**config.mk**
```make
export PLATFORM = sky130hd
export DESIGN_NAME = pipe_hazard_ctrl
export DESIGN_NICKNAME = d
export VERILOG_FILES = /design/src/rtl/pipe_hazard_ctrl.sv
export SDC_FILE = /design/constraint.sdc
export NUM_CORES = 1
export LEC_CHECK = 0
export ABC_AREA = 1
export ABC_CLOCK_PERIOD_IN_PS = 2100
export BUFFER_PORTS_ARGS = -buffer_cell sky130_fd_sc_hd__buf_2
export CORE_MARGIN = 1
export CORE_UTILIZATION = 39
export DETAILED_ROUTE_END_ITERATION = 7
export GPL_ROUTABILITY_DRIVEN = 0
export PLACE_DENSITY = 0.88
export SYNTH_ARGS = -nofsm -noshare
export SYNTH_HDL_FRONTEND = slang
export SYNTH_SLANG_ARGS = --single-unit
```
**constraint.sdc**
```tcl
create_clock -name CLK -period 2.1 [get_ports CLK]
set_input_delay 0.105 -clock CLK [delete_from_list [all_inputs] [get_ports CLK]]
set_output_delay 0.105 -clock CLK [all_outputs]
set_load 0.005 [all_outputs]
```
**src/rtl/pipe_hazard_ctrl.sv**
```systemverilog
// pipe_hazard_ctrl: central pipeline sequencer for the five-stage core.
// Drives en/flush for IF/ID, ID/EX, EX/MEM, MEM/WB, the PC enable and
// gated data-cache requests. Resolves fetch/data stalls, load-use hazards,
// taken branches, ID jumps and halt.
// Build option: define HAZARD_PERF_EN to add saturating stall/flush counters;
// without it stall_cnt and flush_cnt are tied to zero.
//
// state  | meaning
// -------+------------------------------------------------------------
// RUN    | normal operation, no data access completed early
// DDONE  | data access already finished, waiting for ihit to advance
// HALTED | HALT retired, everything frozen until RST
module pipe_hazard_ctrl #(
  parameter int CNT_W = 32
) (
  input  logic             CLK,
  input  logic             RST,
  input  logic             ihit,
  input  logic             dhit,
  input  logic             mem_dREN,
  input  logic             mem_dWEN,
  input  logic             mem_halt,
  input  logic             mem_brtaken,
  input  logic             id_jump,
  input  logic [4:0]       id_rs,
  input  logic [4:0]       id_rt,
  input  logic             id_usesrt,
  input  logic             ex_dREN,
  input  logic [4:0]       ex_rt,
  output logic             dmemREN,
  output logic             dmemWEN,
  output logic             pc_en,
  output logic             ifid_en,
  output logic             ifid_flush,
  output logic             idex_en,
  output logic             idex_flush,
  output logic             exmem_en,
  output logic             exmem_flush,
  output logic             memwb_en,
  output logic             memwb_flush,
  output logic             halt,
  output logic [CNT_W-1:0] stall_cnt,
  output logic [CNT_W-1:0] flush_cnt
);

  typedef enum logic [1:0] {
    RUN    = 2'd0,
    DDONE  = 2'd1,
    HALTED = 2'd2
  } state_t;

  state_t state;

  logic mreq;
  logic dpend;
  logic adv;
  logic lu;
  logic ddone;

  // Hazard detection and pipeline-advance qualification
  always_comb begin
    mreq  = mem_dREN | mem_dWEN;
    ddone = (state == DDONE);
    dpend = mreq & ~ddone & ~dhit;
    adv   = ihit & ~dpend & (state != HALTED);
    lu    = ex_dREN & (ex_rt != 5'd0) &
            ((ex_rt == id_rs) | (id_usesrt & (ex_rt == id_rt)));
  end

  // Sequencer state and registered halt flag
  always_ff @(posedge CLK) begin
    if (RST) begin
      state <= RUN;
      halt  <= 1'b0;
    end else begin
      case (state)
        RUN: begin
          if (adv && mem_halt) begin
            state <= HALTED;
            halt  <= 1'b1;
          end else if (mreq && dhit && !ihit) begin
            state <= DDONE;
          end
        end
        DDONE: begin
          if (adv && mem_halt) begin
            state <= HALTED;
            halt  <= 1'b1;
          end else if (ihit) begin
            state <= RUN;
          end
        end
        HALTED: begin
          state <= HALTED;
        end
        default: begin
          state <= RUN;
          halt  <= 1'b0;
        end
      endcase
    end
  end

  // Prioritised pipeline-register control; reset zeroes every stage
  always_comb begin
    pc_en       = 1'b1;
    ifid_en     = 1'b1;
    ifid_flush  = 1'b0;
    idex_en     = 1'b1;
    idex_flush  = 1'b0;
    exmem_en    = 1'b1;
    exmem_flush = 1'b0;
    memwb_en    = 1'b1;
    memwb_flush = 1'b0;
    if (RST) begin
      ifid_flush  = 1'b1;
      idex_flush  = 1'b1;
      exmem_flush = 1'b1;
      memwb_flush = 1'b1;
    end else if (state == HALTED || !adv) begin
      pc_en    = 1'b0;
      ifid_en  = 1'b0;
      idex_en  = 1'b0;
      exmem_en = 1'b0;
      memwb_en = 1'b0;
    end else if (mem_halt) begin
      pc_en       = 1'b0;
      ifid_flush  = 1'b1;
      idex_flush  = 1'b1;
      exmem_flush = 1'b1;
    end else if (mem_brtaken) begin
      ifid_flush  = 1'b1;
      idex_flush  = 1'b1;
      exmem_flush = 1'b1;
    end else if (lu) begin
      pc_en      = 1'b0;
      ifid_en    = 1'b0;
      idex_flush = 1'b1;
    end else if (id_jump) begin
      ifid_flush = 1'b1;
    end
  end

  // Cache requests only issue from RUN so a finished access is never replayed
  always_comb begin
    dmemREN = mem_dREN & (state == RUN) & ~RST;
    dmemWEN = mem_dWEN & (state == RUN) & ~RST;
  end

`ifdef HAZARD_PERF_EN
  logic stall_inc;
  logic flush_inc;

  // Event qualifiers for the performance counters
  always_comb begin
    stall_inc = ~adv & (state != HALTED);
    flush_inc = adv & ~mem_halt & (mem_brtaken | (~lu & id_jump));
  end

  // Saturating performance counters
  always_ff @(posedge CLK) begin
    if (RST) begin
      stall_cnt <= '0;
      flush_cnt <= '0;
    end else begin
      if (stall_inc && (stall_cnt != '1))
        stall_cnt <= stall_cnt + CNT_W'(1);
      if (flush_inc && (flush_cnt != '1))
        flush_cnt <= flush_cnt + CNT_W'(1);
    end
  end
`else
  assign stall_cnt = '0;
  assign flush_cnt = '0;
`endif

endmodule
```
==> parameters.txt <==
Parameter                              Value

Synth
  Total of flip-flops plus latches after synthesis    3
  Area of the mapped netlist    1047 µm²
  Sequential area share after synthesis    0.05735
  Distinct cell type count after synthesis    23
  Mean instance size in the synthesized netlist    6.234 µm²
  Number of flops mapped to enable cells by yosys    0
  Most used DFF post-synth    sky130_fd_sc_hd__dfxtp_1
  Async set-or-reset flop fraction in the synthesized netlist    0
  Mapped Cells    168
  Synthesis warning total    0

STA
  Post-layout minimum cycle time    1503 ps
  Total setup violations reported at the end of the flow    0
  Slack of the critical path    596.9 ps
  Final TNS setup    0 ps
  Final-layout worst hold slack    177.5 ps
  Final count of hold timing violations    0
  Unrepaired setup endpoints after global routing    no
  Max Transition Viols Final    0
  Fin crit share    0.7158
  Highest clock frequency the design can meet    665.3 MHz
  Largest clock skew in the final design    2.819 ps

CTS
  Clk slew on worst S/H paths    40 ps
  Number of buffers created by CTS    3
  Clock latency of the later-clocked register in the worst-skew pair    230 ps
  Maximum root-to-sink buffer count    2
  Hold buffer count at cts    0
  Count of cells resized by post-cts repair    0
  Number of clock sinks    3
  Library cell used as clock root buffer    sky130_fd_sc_hd__clkbuf_4
  Clock tree from TritonCTS    done
  Level count of the clock H-tree    1
  Number of buffers inserted to repair setup after CTS    0

GRT
  Initial antenna violation count    0
  GRT Total Usage    0.1112
  Vias in the first global route    592
  Leftover overflow at the end of global routing    0
  Wire length of the first global-routing pass    2.359 mm
  Maximum number of pins on one net before global-route repair    9

Pwr
  Maximum vdd ir drop    0.1334 mV
  Standby leakage power    0.0007091 µW
  Total chip power    331.3 µW
  Power density of the placed cells    321.8 nW/µm²
  Net switching fraction of the power    0.4008
  Share of total power in the clock network    0.304
  P_int    198.5 µW
  Combinational share of power    0.500
  Part of the power in registers    0.196
  Switching power of the nets    132.8 µW

Setup path
  Max stage delay on crit path    430 ps
  Worst path required time    2000 ps
  Highest fanout seen on the critical path    5
  Worst endpoint data arrival time    1400 ps
  Crit path cell chain    inv_2 > nand2_2 > nand3b_4 > nand2_4 > nand2_4 > inv_4 > nor2_4 > nor2_2 > nor2_1 > buf_2
  Crit path launch type    flop
  Critical path endpoint category    primary output
  Standard cell with the maximum stage delay on the critical path    sky130_fd_sc_hd__dfxtp_1
  Library cell appearing most often on the critical path    sky130_fd_sc_hd__nand2_4
  Critical path class    reg2out

Detailed routing
  Wire length reported by the detailed router    1.621 mm
  Vias per std cell    3.681
  Length of the first detailed-routing pass in iterations    4
  Vias post-DR    865
  Final antenna-violating net count    0
  Initial DRC count    22
  Post-detailed-route DRC marker count    0
  WL per Instance    6.898 µm

Cells and area
  Final core area utilization    0.4119
  Multi-input logic area    588.1 µm²
  Signed area change from the synthesized netlist to the final layout    -1.672%
  Count of antenna diodes in the layout    0
  Area taken by flip-flops and latches    60.06 µm²
  NumNets Final    232
  Fill cell count    279
  Layout cell share with drive strength beyond 1    0.2780

Placed design
  Number of port buffers    37
  HPWL reported at the end of detailed placement    1.480 mm
  Dpl ws    831.2 ps

Job
  Max Cap Violations    0

Hold path
  Worst hold path class    in2reg

Die
  Initial core utilization    0.4189
  Core area    2500 µm²
  Vertical extent of the die    53.82 µm
  Placement row count    18
  Number of top-level pins    102
  X dimension of the die    53.82 µm
  Die Footprint    2897 µm²

Outcome
  Run status    complete, no violations
layout by cell type, fill, tap and decap left out:
cell                        synthesis  routed
sky130_fd_sc_hd__conb_1             1      64
sky130_fd_sc_hd__buf_2              0      37
sky130_fd_sc_hd__nand2_1           34      34
sky130_fd_sc_hd__inv_1             17      17
sky130_fd_sc_hd__nor2_1            12      12
sky130_fd_sc_hd__inv_2              7       7
sky130_fd_sc_hd__nand3_1            5       5
sky130_fd_sc_hd__a21oi_1            3       3
sky130_fd_sc_hd__clkbuf_4           0       3
sky130_fd_sc_hd__dfxtp_1            3       3
sky130_fd_sc_hd__nor3_1             2       2
sky130_fd_sc_hd__inv_4              2       2
sky130_fd_sc_hd__nand2_4            2       2
sky130_fd_sc_hd__nand4_1            2       2
sky130_fd_sc_hd__o21ai_1            2       2
sky130_fd_sc_hd__nand2_2            1       1
sky130_fd_sc_hd__nand3b_4           1       1
sky130_fd_sc_hd__a21oi_4            1       1
sky130_fd_sc_hd__bufinv_16          1       1
sky130_fd_sc_hd__nor2_4             1       1
sky130_fd_sc_hd__xnor2_1            1       1
sky130_fd_sc_hd__nor2_2             1       1
sky130_fd_sc_hd__o21ai_0            1       1
sky130_fd_sc_hd__a31oi_1            1       1
sky130_fd_sc_hd__clkbuf_1           0       1
per-layer routing:
metal | global-route usage | part of all wire | up-vias
met5 | 0 | 0 | -
met4 | 0.05263 | 0 | 0
met3 | 0.002825 | 0.12 | 0
met2 | 0.2140 | 0.52 | 60
met1 | 0.1231 | 0.36 | 364
li1 | - | - | 441
logic make-up after synthesis:
group | count (synthesis) | synth area share
flops | 3 | 0.05735
compound gates | 8 | 0.05018
buf+inv | 94 | 0.6069
simple gates | 61 | 0.2736
xor+xnor | 1 | 0.008365
other cells | 1 | 0.003581
metrics by stage:
stage	instances	instance area, µm²
2_1_floorplan	231	1284
3_3_place_gp	231	1003
3_5_place_dp	231	1003
4_1_cts	235	1030
5_1_grt	235	1030
6_report	235	1030
power by group through the flow:
stage | registers [µW] | clock network [µW] | logic (µW)
2_1_floorplan | 65.6 | 0 | 198
3_3_place_gp | 65.6 | 0 | 162
3_5_place_dp | 65.9 | 0 | 165
4_1_cts | 65.1 | 103 | 165
5_1_grt | 65.8 | 112 | 195
6_report | 65.1 | 101 | 166
worst max-delay path: cells and delay by family, from the launching register on:
kind	cells	cell delay, ps
AND/OR/NAND/NOR	7	470
buffers and inverters	3	260
flip-flops	1	430
worst paths after layout:
path | startpoint | to | slack [ps] | cells after the start
worst max-delay path | state[1]$_SDFFE_PP0P_ | ifid_flush | 600 | 10
worst min-delay path | RST | halt$_SDFFE_PP0P_ | 180 | 2
worst max register to register | state[1]$_SDFFE_PP0P_ | state[1]$_SDFFE_PP0P_ | 1070 | 5
worst min register to register | halt$_SDFFE_PP0P_ | halt$_SDFFE_PP0P_ | 470 | 2
synthesized netlist by cell type, types with 2 or more instances:
cell type | instances | area, µm²
sky130_fd_sc_hd__a21oi_1 | 3 | 15.01
sky130_fd_sc_hd__buf_4 | 67 | 503.0
sky130_fd_sc_hd__dfxtp_1 | 3 | 60.06
sky130_fd_sc_hd__inv_1 | 17 | 63.81
sky130_fd_sc_hd__inv_2 | 7 | 26.28
sky130_fd_sc_hd__inv_4 | 2 | 12.51
sky130_fd_sc_hd__nand2_1 | 34 | 127.6
sky130_fd_sc_hd__nand2_4 | 2 | 22.52
sky130_fd_sc_hd__nand3_1 | 5 | 25.02
sky130_fd_sc_hd__nand4_1 | 2 | 12.51
sky130_fd_sc_hd__nor2_1 | 12 | 45.04
sky130_fd_sc_hd__nor3_1 | 2 | 10.01
sky130_fd_sc_hd__o21ai_1 | 2 | 10.01
sequential cells by signal, summed over array words and instances, names as in the netlist:
| name | count |
|---|---|
| halt | 1 |
| state | 2 |
layout make-up:
| type | instances | share of cell area |
|---|---|---|
| Clock buffer | 4 | 0.02552 |
| Inverter | 27 | 0.1288 |
| Multi-Input combinational cell | 134 | 0.5711 |
| Sequential cell | 3 | 0.05832 |
| Tap cell | 30 | 0.03645 |
| Timing Repair Buffer | 37 | 0.1798 |
Power figures use the tool's default switching activity.
